$ cat config.mk
export PLATFORM = sky130hd
export DESIGN_NAME = servant_sample_pacer
export DESIGN_NICKNAME = d
export VERILOG_FILES = /design/src/rtl/servant_sample_pacer.sv
export SDC_FILE = /design/constraint.sdc
export NUM_CORES = 1
export LEC_CHECK = 0
export ABC_CLOCK_PERIOD_IN_PS = 7750
export CAP_MARGIN = 20
export CORE_ASPECT_RATIO = 0.8
export CORE_MARGIN = 2
export CORE_UTILIZATION = 55
export DETAILED_ROUTE_END_ITERATION = 12
export PLACE_DENSITY = 0.77
export SLEW_MARGIN = 20
export SYNTH_ARGS = -nofsm -noshare
export SYNTH_HDL_FRONTEND = slang
export SYNTH_SLANG_ARGS = --single-unit
$ cat constraint.sdc
create_clock -name i_wb_clk -period 7.75 [get_ports i_wb_clk]
set_input_delay 1.55 -clock i_wb_clk [delete_from_list [all_inputs] [get_ports i_wb_clk]]
set_output_delay 1.55 -clock i_wb_clk [all_outputs]
set_load 0.05 [all_outputs]
$ cat src/rtl/servant_sample_pacer.sv
// rtl/servant_sample_pacer.sv - paced sample FIFO feeding ESTU encoding-slot strobes
// Optional SAMPLE_PACER_STATS_EN adds DROPS (reg 3) and RELEASED (reg 4) counters.
module servant_sample_pacer #(
   parameter int DEPTH      = 16,
   parameter int DATA_W     = 16,
   parameter int PERIOD_W   = 16,
   parameter int PERIOD_RST = 24000
) (
   input  logic              i_wb_clk,
   input  logic              i_wb_rst_n,
   input  logic [31:0]       i_wb_adr,
   input  logic [31:0]       i_wb_dat,
   input  logic              i_wb_we,
   input  logic              i_wb_cyc,
   output logic [31:0]       o_wb_rdt,
   output logic              o_wb_ack,
   input  logic              i_wen_sample,
   input  logic [DATA_W-1:0] i_wr_data_sample,
   output logic              o_en_encoding_slot,
   output logic [DATA_W-1:0] o_sample
);
   localparam int PTR_W = $clog2(DEPTH);
   localparam int CNT_W = PTR_W + 1;

   logic                ack_q, ack_d;
   logic [31:0]         rdt_q, rdt_d;
   logic                enable_q, enable_d;
   logic [PERIOD_W-1:0] period_q, period_d;
   logic [PERIOD_W-1:0] cnt_q, cnt_d;
   logic                ovf_q, ovf_d;
   logic [PTR_W-1:0]    wr_ptr_q, wr_ptr_d, rd_ptr_q, rd_ptr_d;
   logic [CNT_W-1:0]    count_q, count_d;
   logic                strobe_q, strobe_d;
   logic [DATA_W-1:0]   sample_q, sample_d;
   logic [DATA_W-1:0]   mem_q [DEPTH];
`ifdef SAMPLE_PACER_STATS_EN
   logic [15:0]         drops_q, drops_d;
   logic [31:0]         released_q, released_d;
`endif

   logic       wb_access, wb_wr, flush, full, empty, pop, push, ovf_set;
   logic [2:0] reg_sel;
   logic [31:0] rd_data;
   logic       unused_bits;

   assign unused_bits = ^{i_wb_adr[31:5], i_wb_adr[1:0], i_wb_dat};

   always_comb begin
      reg_sel   = i_wb_adr[4:2];
      wb_access = i_wb_cyc & ~ack_q;
      wb_wr     = wb_access & i_wb_we;
      flush     = wb_wr & (reg_sel == 3'd0) & i_wb_dat[1];
      full      = (count_q == CNT_W'(DEPTH));
      empty     = (count_q == '0);
      // Flush wins over a same-cycle pop or push so nothing leaks past it.
      pop       = enable_q & (cnt_q == '0) & ~empty & ~flush;
      push      = i_wen_sample & (~full | pop) & ~flush;
      ovf_set   = i_wen_sample & full & ~pop & ~flush;
   end

   always_comb begin
      rd_data = '0;
      case (reg_sel)
         3'd0: rd_data[0] = enable_q;
         3'd1: rd_data = 32'(period_q);
         3'd2: begin
            rd_data[CNT_W-1:0] = count_q;
            rd_data[8]         = empty;
            rd_data[9]         = full;
            rd_data[10]        = ovf_q;
         end
`ifdef SAMPLE_PACER_STATS_EN
         3'd3: rd_data = 32'(drops_q);
         3'd4: rd_data = released_q;
`endif
         default: rd_data = '0;
      endcase
   end

   always_comb begin
      ack_d    = i_wb_cyc & ~ack_q;
      rdt_d    = wb_access ? rd_data : rdt_q;
      enable_d = (wb_wr && reg_sel == 3'd0) ? i_wb_dat[0] : enable_q;
      period_d = (wb_wr && reg_sel == 3'd1) ? i_wb_dat[PERIOD_W-1:0] : period_q;
      ovf_d    = (ovf_q & ~(wb_wr && reg_sel == 3'd2 && i_wb_dat[10])) | ovf_set;

      // Disabled or flushed: hold at PERIOD; on pop reload max(PERIOD,1)-1.
      if (!enable_q || flush)
         cnt_d = period_q;
      else if (pop)
         cnt_d = (period_q == '0) ? '0 : period_q - PERIOD_W'(1);
      else if (cnt_q != '0)
         cnt_d = cnt_q - PERIOD_W'(1);
      else
         cnt_d = cnt_q;

      if (flush) begin
         wr_ptr_d = '0;
         rd_ptr_d = '0;
         count_d  = '0;
      end else begin
         wr_ptr_d = wr_ptr_q + PTR_W'(push);
         rd_ptr_d = rd_ptr_q + PTR_W'(pop);
         count_d  = count_q + CNT_W'(push) - CNT_W'(pop);
      end

      strobe_d = pop;
      sample_d = pop ? mem_q[rd_ptr_q] : sample_q;

`ifdef SAMPLE_PACER_STATS_EN
      if (wb_wr && reg_sel == 3'd3)
         drops_d = '0;
      else if (ovf_set && drops_q != 16'hFFFF)
         drops_d = drops_q + 16'd1;
      else
         drops_d = drops_q;
      if (wb_wr && reg_sel == 3'd4)
         released_d = '0;
      else
         released_d = released_q + 32'(pop);
`endif
   end

   always_ff @(posedge i_wb_clk or negedge i_wb_rst_n) begin
      if (!i_wb_rst_n) begin
         ack_q      <= 1'b0;
         rdt_q      <= '0;
         enable_q   <= 1'b0;
         period_q   <= PERIOD_W'(PERIOD_RST);
         cnt_q      <= PERIOD_W'(PERIOD_RST);
         ovf_q      <= 1'b0;
         wr_ptr_q   <= '0;
         rd_ptr_q   <= '0;
         count_q    <= '0;
         strobe_q   <= 1'b0;
         sample_q   <= '0;
`ifdef SAMPLE_PACER_STATS_EN
         drops_q    <= '0;
         released_q <= '0;
`endif
      end else begin
         ack_q      <= ack_d;
         rdt_q      <= rdt_d;
         enable_q   <= enable_d;
         period_q   <= period_d;
         cnt_q      <= cnt_d;
         ovf_q      <= ovf_d;
         wr_ptr_q   <= wr_ptr_d;
         rd_ptr_q   <= rd_ptr_d;
         count_q    <= count_d;
         strobe_q   <= strobe_d;
         sample_q   <= sample_d;
`ifdef SAMPLE_PACER_STATS_EN
         drops_q    <= drops_d;
         released_q <= released_d;
`endif
      end
   end

   // Storage needs no reset; count_q alone defines which entries are live.
   always_ff @(posedge i_wb_clk) begin
      if (push)
         mem_q[wr_ptr_q] <= i_wr_data_sample;
   end

   assign o_wb_ack           = ack_q;
   assign o_wb_rdt           = rdt_q;
   assign o_en_encoding_slot = strobe_q;
   assign o_sample           = sample_q;
endmodule

Yosys cells after proc, flatten, opt, wreduce, memory -nomap -nowiden
Memory sizes are Yosys's and may differ from the RTL's. A register that Yosys moved wholly into a read port is not among the register bits.
Index checks and enable logic that the tools add are counted.
- equal/unequal tests: 3
- bitwise operators: 21
- $add $sub $neg: 6
- mux-type cells: 14
- reductions and logical operators: 13
- operator list (cell ; number):
    2-to-1 mux 16 bit ; 4
    zero test 16 bit ; 2
    subtractor 16 x 1 -> 16 bit, second input constant ; 2
    nonzero test 16 bit ; 1
    bitwise AND 1 bit ; 13
    2-to-1 mux 5 bit ; 2
    adder 4 x 1 -> 4 bit ; 2
    2-to-1 mux 4 bit ; 2
    one-hot mux 4 bit (2 select lines) ; 1
    NOT 1 bit ; 6
    one-hot mux 3 bit (2 select lines) ; 1
    adder 5 x 1 -> 5 bit ; 1
    == test 5 bit, second input constant ; 1
    zero test 5 bit ; 1
    subtractor 5 x 1 -> 5 bit ; 1
    logical AND 1 bit ; 4
    == test 3 x 1 -> 1 bit, second input constant ; 1
    == test 3 x 2 -> 1 bit, second input constant ; 1
    zero test 3 bit ; 1
    2-to-1 mux 3 bit ; 1
    one-hot mux 1 bit (3 select lines) ; 1
    nonzero test 3 bit ; 1
    zero test 1 bit ; 2
    2-to-1 mux 1 bit ; 2
    2 further kinds ; 3
- register bits: 81
- logic and storage cells: 68
- output and inout bits: 50
- memories kept: 1
- RAM bits: 256
- memories (name ; words ; bits a word ; read ports ; clocked after Yosys merged registers in ; write ports ; RTL line ; text):
    mem_q ; 16 ; 16 ; 1 ; 1 ; 1 ; 35 ; logic [DATA_W-1:0] mem_q [DEPTH];

Logic depth before layout (Yosys ltp)
- depth after elaboration: 13
- gate-level depth with buffers: 17
- depth with buffers taken out: 16

Worst setup path before layout
No wires, ideal clock.
- path kind: input to register
- start: input i_wb_cyc
- end: memory mem_q[6][0], enable pin
- setup slack: 3.364 ns
- cell stages on the path: 7
- data required time: 7.320 ns
- setup time: 0.430 ns
- arrival: 3.956 ns
- cells stage by stage: nand3b_1 -> or3_1 -> buf_2 -> nand2_1 -> or2_1 -> buf_6 -> nor4_1
- word-level cells in the longest chain between the ends: 11
- ends and longest elaborated chain (item ; RTL line ; text):
    from (decl) ; 14 ; input logic i_wb_cyc,
    bitwise AND 1 bit (*) ; 50 ; wb_access = i_wb_cyc & ~ack_q;
    bitwise AND 1 bit (*) ; 51 ; wb_wr = wb_access & i_wb_we;
    bitwise AND 1 bit (*) (2 in a row) ; 52 ; flush = wb_wr & (reg_sel == 3'd0) & i_wb_dat[1];
    NOT 1 bit (*) ; 56, 57 ;
    bitwise AND 1 bit ; 56 ; pop = enable_q & (cnt_q == '0) & ~empty & ~flush;
    OR 1 bit ; 57 ; push = i_wen_sample & (~full | pop) & ~flush;
    bitwise AND 1 bit ; 57 ;
    bitwise AND 1 bit (*) ; 57 ;
    2-to-1 mux 1 bit (*) ; 162 ; if (push)
    2-to-1 mux 1 bit (not written as such) (*) ; 163 ; mem_q[wr_ptr_q] <= i_wr_data_sample;
    to (decl) ; 35 ;
Mark *: on every way between the ends. The rest lies on a longest branch, timed or not.

Worst setup path after layout
- start: input i_wb_adr[3]
- end: register count_q[4]
- word-level cells in the longest chain between the ends: 11
- ends and longest elaborated chain (item ; RTL line ; text):
    from (decl) ; 11 ; input logic [31:0] i_wb_adr,
    zero test 3 bit (*) ; 52 ;
    bitwise AND 1 bit (*) (2 in a row) ; 52 ;
    NOT 1 bit ; 56, 57 ;
    bitwise AND 1 bit ; 56 ;
    OR 1 bit ; 57 ;
    bitwise AND 1 bit (2 in a row) ; 57 ;
    adder 5 x 1 -> 5 bit ; 104 ; count_d = count_q + CNT_W'(push) - CNT_W'(pop);
    subtractor 5 x 1 -> 5 bit ; 104 ;
    2-to-1 mux 5 bit (*) ; 97 ; if (flush) begin
    named net count_d[4] ; 32 ; logic [CNT_W-1:0] count_q, count_d;
    to (signal assigned) ; 150 ; count_q <= count_d;
    to (decl) ; 32 ;
The timed path passes the listed nets; every way through them passes the cells marked *.
A chain may end at the register's enable or synchronous reset.

==> flow_summary.yaml <==
yosys:
  synth_area_leader_cell: "edfxtp_1"
  netlist_area_mm2: 0.0141
  syn_inst: 838
  synth-seq-cells: 337
  synth_top_area_share_pct: 54.7
  synthFlopType: "edfxtp_1"
  async_flop_share_pct: 24.0
  synth-edff-count: 256
  ys_seq_area_share_pct: 69.2
  syn_area_per_cell_um2: 16.8
  synth.area.top_cells: "edfxtp_1 55%, mux4_2 13%, dfrtp_1 12%, dfstp_2 2.6%, nand2_1 2.5%"
  synth_cell_types: 63
  yosysWarningCount: 0
timing:
  clock_skew_ps: 24.4
  hold_viol_final: 0
  rsz0062_at_grt: "false"
  tightest_slew_ps: 1090
  max_freq_ghz: 0.198
  timing.slew.headroom_pct: 27.2
  setup_violations: 0
  period_needed_ps: 5040
  worst_slack_ps: 2710
  final.period_utilization_pct: 65.0
  tns_ps: 0
  whs_ps: 464
  maxSlewViolCount: 0
power_and_ir_drop:
  p_sw_mw: 1.32
  power_frac_seq_pct: 49.3
  pwr-share-comb_pct: 16.9
  total_power_mw: 4.81
  p_int_mw: 3.48
  leakage_nw: 5.64
  pwr-share-clk_pct: 33.8
  switching_share_pct: 27.5
  ir_worst_vdd_v: 0.000234
  powerDensity_mw_per_mm2: 295
placement:
  hpwl_mm: 18.6
  dp_worst_setup_slack_ps: 2240
  port_buffers: 73
  placed_area_mm2: 0.0152
  gp_congestion: 0.946
final_layout:
  num-fill-cells: 1700
  diodes: 0
  final_area_mm2: 0.0163
  mostFrequentLayoutCells: "256 x edfxtp_1, 94 x nand2_1, 80 x mux4_2"
  final_layout_size_suffix_gt1_share_pct: 22.2
  final_common_cell: "edfxtp_1"
  layout.nets: 1031
  syn2layout_area_growth_pct: 16.0
global_routing:
  grt_max_degree: 74
  antenna_found_initial: 0
  grt-ovfl-total: 0
  grt_pass1_vias: 7766
  gr-usage-all-layers_pct: 23.8
  grt_pass1_wl_mm: 47.2
detailed_routing:
  vias: 7733
  wl_mm: 31.0
  wl_per_cell_um: 24.2
  dr.pass1.iters: 5
  route.detailed.drc: 0
  drt-vias-per-instance: 6.03
  drt_iter0_drc: 721
  drtAntennaViolNets: 0
die:
  die_height_um: 147
  die_x_um: 183
  initial_core_util_pct: 55.8
  rows: 52
  dieArea_mm2: 0.0269
  coreArea_mm2: 0.0252
  ios: 135
critical_path:
  crit_fanout: 19
  endpoint_kind: "flop"
  required_ps: 8180
  arrival_ps: 5470
  start_kind: "primary input"
  path_class: "primary input to flop"
  reg2reg_depth: 15
clocking:
  ctsHoldBuffers: 0
  cts-root-buf: "clkbuf_16"
  cts_buffers: 34
  cts.sinks: 337
  cts_resized: 0
  htree_levels: 2
  cts_tree: "yes"
  cts_setup_buffers: 0
  clk_latency_ps: 520
  clkTransAtPathRegs_ps: 60
  clockBufferDepth: 3
outcome:
  status: "finished clean"
run:
  maxCapViolCount: 0
min_path:
  hold_class: "flop to flop"
  worstHoldPathCells: 2
==> power by group through the flow <==
stage               combinational (mW)  sequential, mW  clock [mW]
finish                           0.811            2.37        1.62
global route                     0.885            2.40        1.71
CTS                              0.813            2.37        1.64
detailed placement               0.805            2.40           0
global placement                 0.781            2.39           0
floorplan                        0.539            2.38           0
==> state kept, by name, summed over array words and instances, names as in the netlist, 4 cells and up <==
| name | flops |
|---|---|
| o_sample | 16 |
| period_q | 16 |
| cnt_q | 16 |
| rd_ptr_q | 4 |
| mem_q | 256 |
| o_wb_rdt | 16 |
| wr_ptr_q | 4 |
| count_q | 5 |
==> cell usage after synthesis (4+ instances only) <==
| cell type | count |
|---|---|
| and2_1 | 7 |
| a22o_1 | 6 |
| o21ai_0 | 13 |
| clkbuf_1 | 18 |
| edfxtp_1 | 256 |
| nand2b_1 | 4 |
| nor2_1 | 45 |
| nor3b_1 | 5 |
| a221oi_1 | 7 |
| nor3_1 | 17 |
| buf_2 | 13 |
| ha_1 | 13 |
| nor4_1 | 8 |
| o22ai_1 | 5 |
| o31ai_1 | 7 |
| dfstp_2 | 14 |
| mux4_2 | 80 |
| buf_4 | 17 |
| inv_1 | 18 |
| mux2_2 | 13 |
| buf_1 | 4 |
| a21oi_1 | 10 |
| xor2_1 | 11 |
| nand3_1 | 16 |
| xnor2_1 | 12 |
| nand2_1 | 94 |
| dfrtp_1 | 67 |
==> through the flow <==
step,instances,utilization (%)
detailed placement,1220,60.4
CTS,1282,64.8
global route,1282,64.8
finish,1282,64.8
floorplan,853,-
global placement,1220,60.4
==> worst max-delay path, stage by stage <==
cell,delay [ps]
clkdlybuf4s50_1,540
or3_1,480
or3_1,510
nand2_1,530
nor2_2,70
buf_4,260
ha_1,310
inv_1,40
ha_1,180
inv_1,70
fa_1,200
inv_1,50
a21oi_1,120
nor2_1,60
or3_1,340
a21oi_1,140
==> layer usage <==
layer | up-vias | track usage [%] | wire length [um]
li1 | 3398 | - | -
met4 | 0 | 6.24 | 624
met2 | 357 | 36.7 | 14500
met3 | 49 | 3.82 | 2500
met1 | 3929 | 36.2 | 13400
met5 | - | 0 | 0
==> final timing paths <==
| check | startpoint | end | slack, ps |
|---|---|---|---|
| worst max-delay path | i_wb_adr[3] | count_q[4] | 2710 |
| worst min-delay path | o_sample[6] | o_sample[6] | 460 |
| worst max register to register | o_wb_ack | count_q[4] | 3990 |
| worst min register to register | o_sample[6] | o_sample[6] | 460 |
| max in group asynchronous | i_wb_rst_n | rd_ptr_q[0] | 5600 |
| min in group asynchronous | i_wb_rst_n | o_sample[12] | 880 |
==> layout make-up <==
class	instances	area [um2]	area share (%)
clock inverter	17	178	1.09
tap	324	405	2.49
timing repair buffer	96	901	5.52
inverter	19	71.3	0.437
clock buffer	45	935	5.73
multi-input combinational	444	4090	25.0
sequential	337	9740	59.7
==> cell families after synthesis <==
kind of cell	share of synthesized area, %
compound gates	3.30
other cells	0.0267
flops	69.2
simple gates	8.12
mux	14.1
fa+ha+maj	1.30
buf+inv	2.54
xor+xnor	1.43
Note: power is estimated with default switching activity, not from simulation.
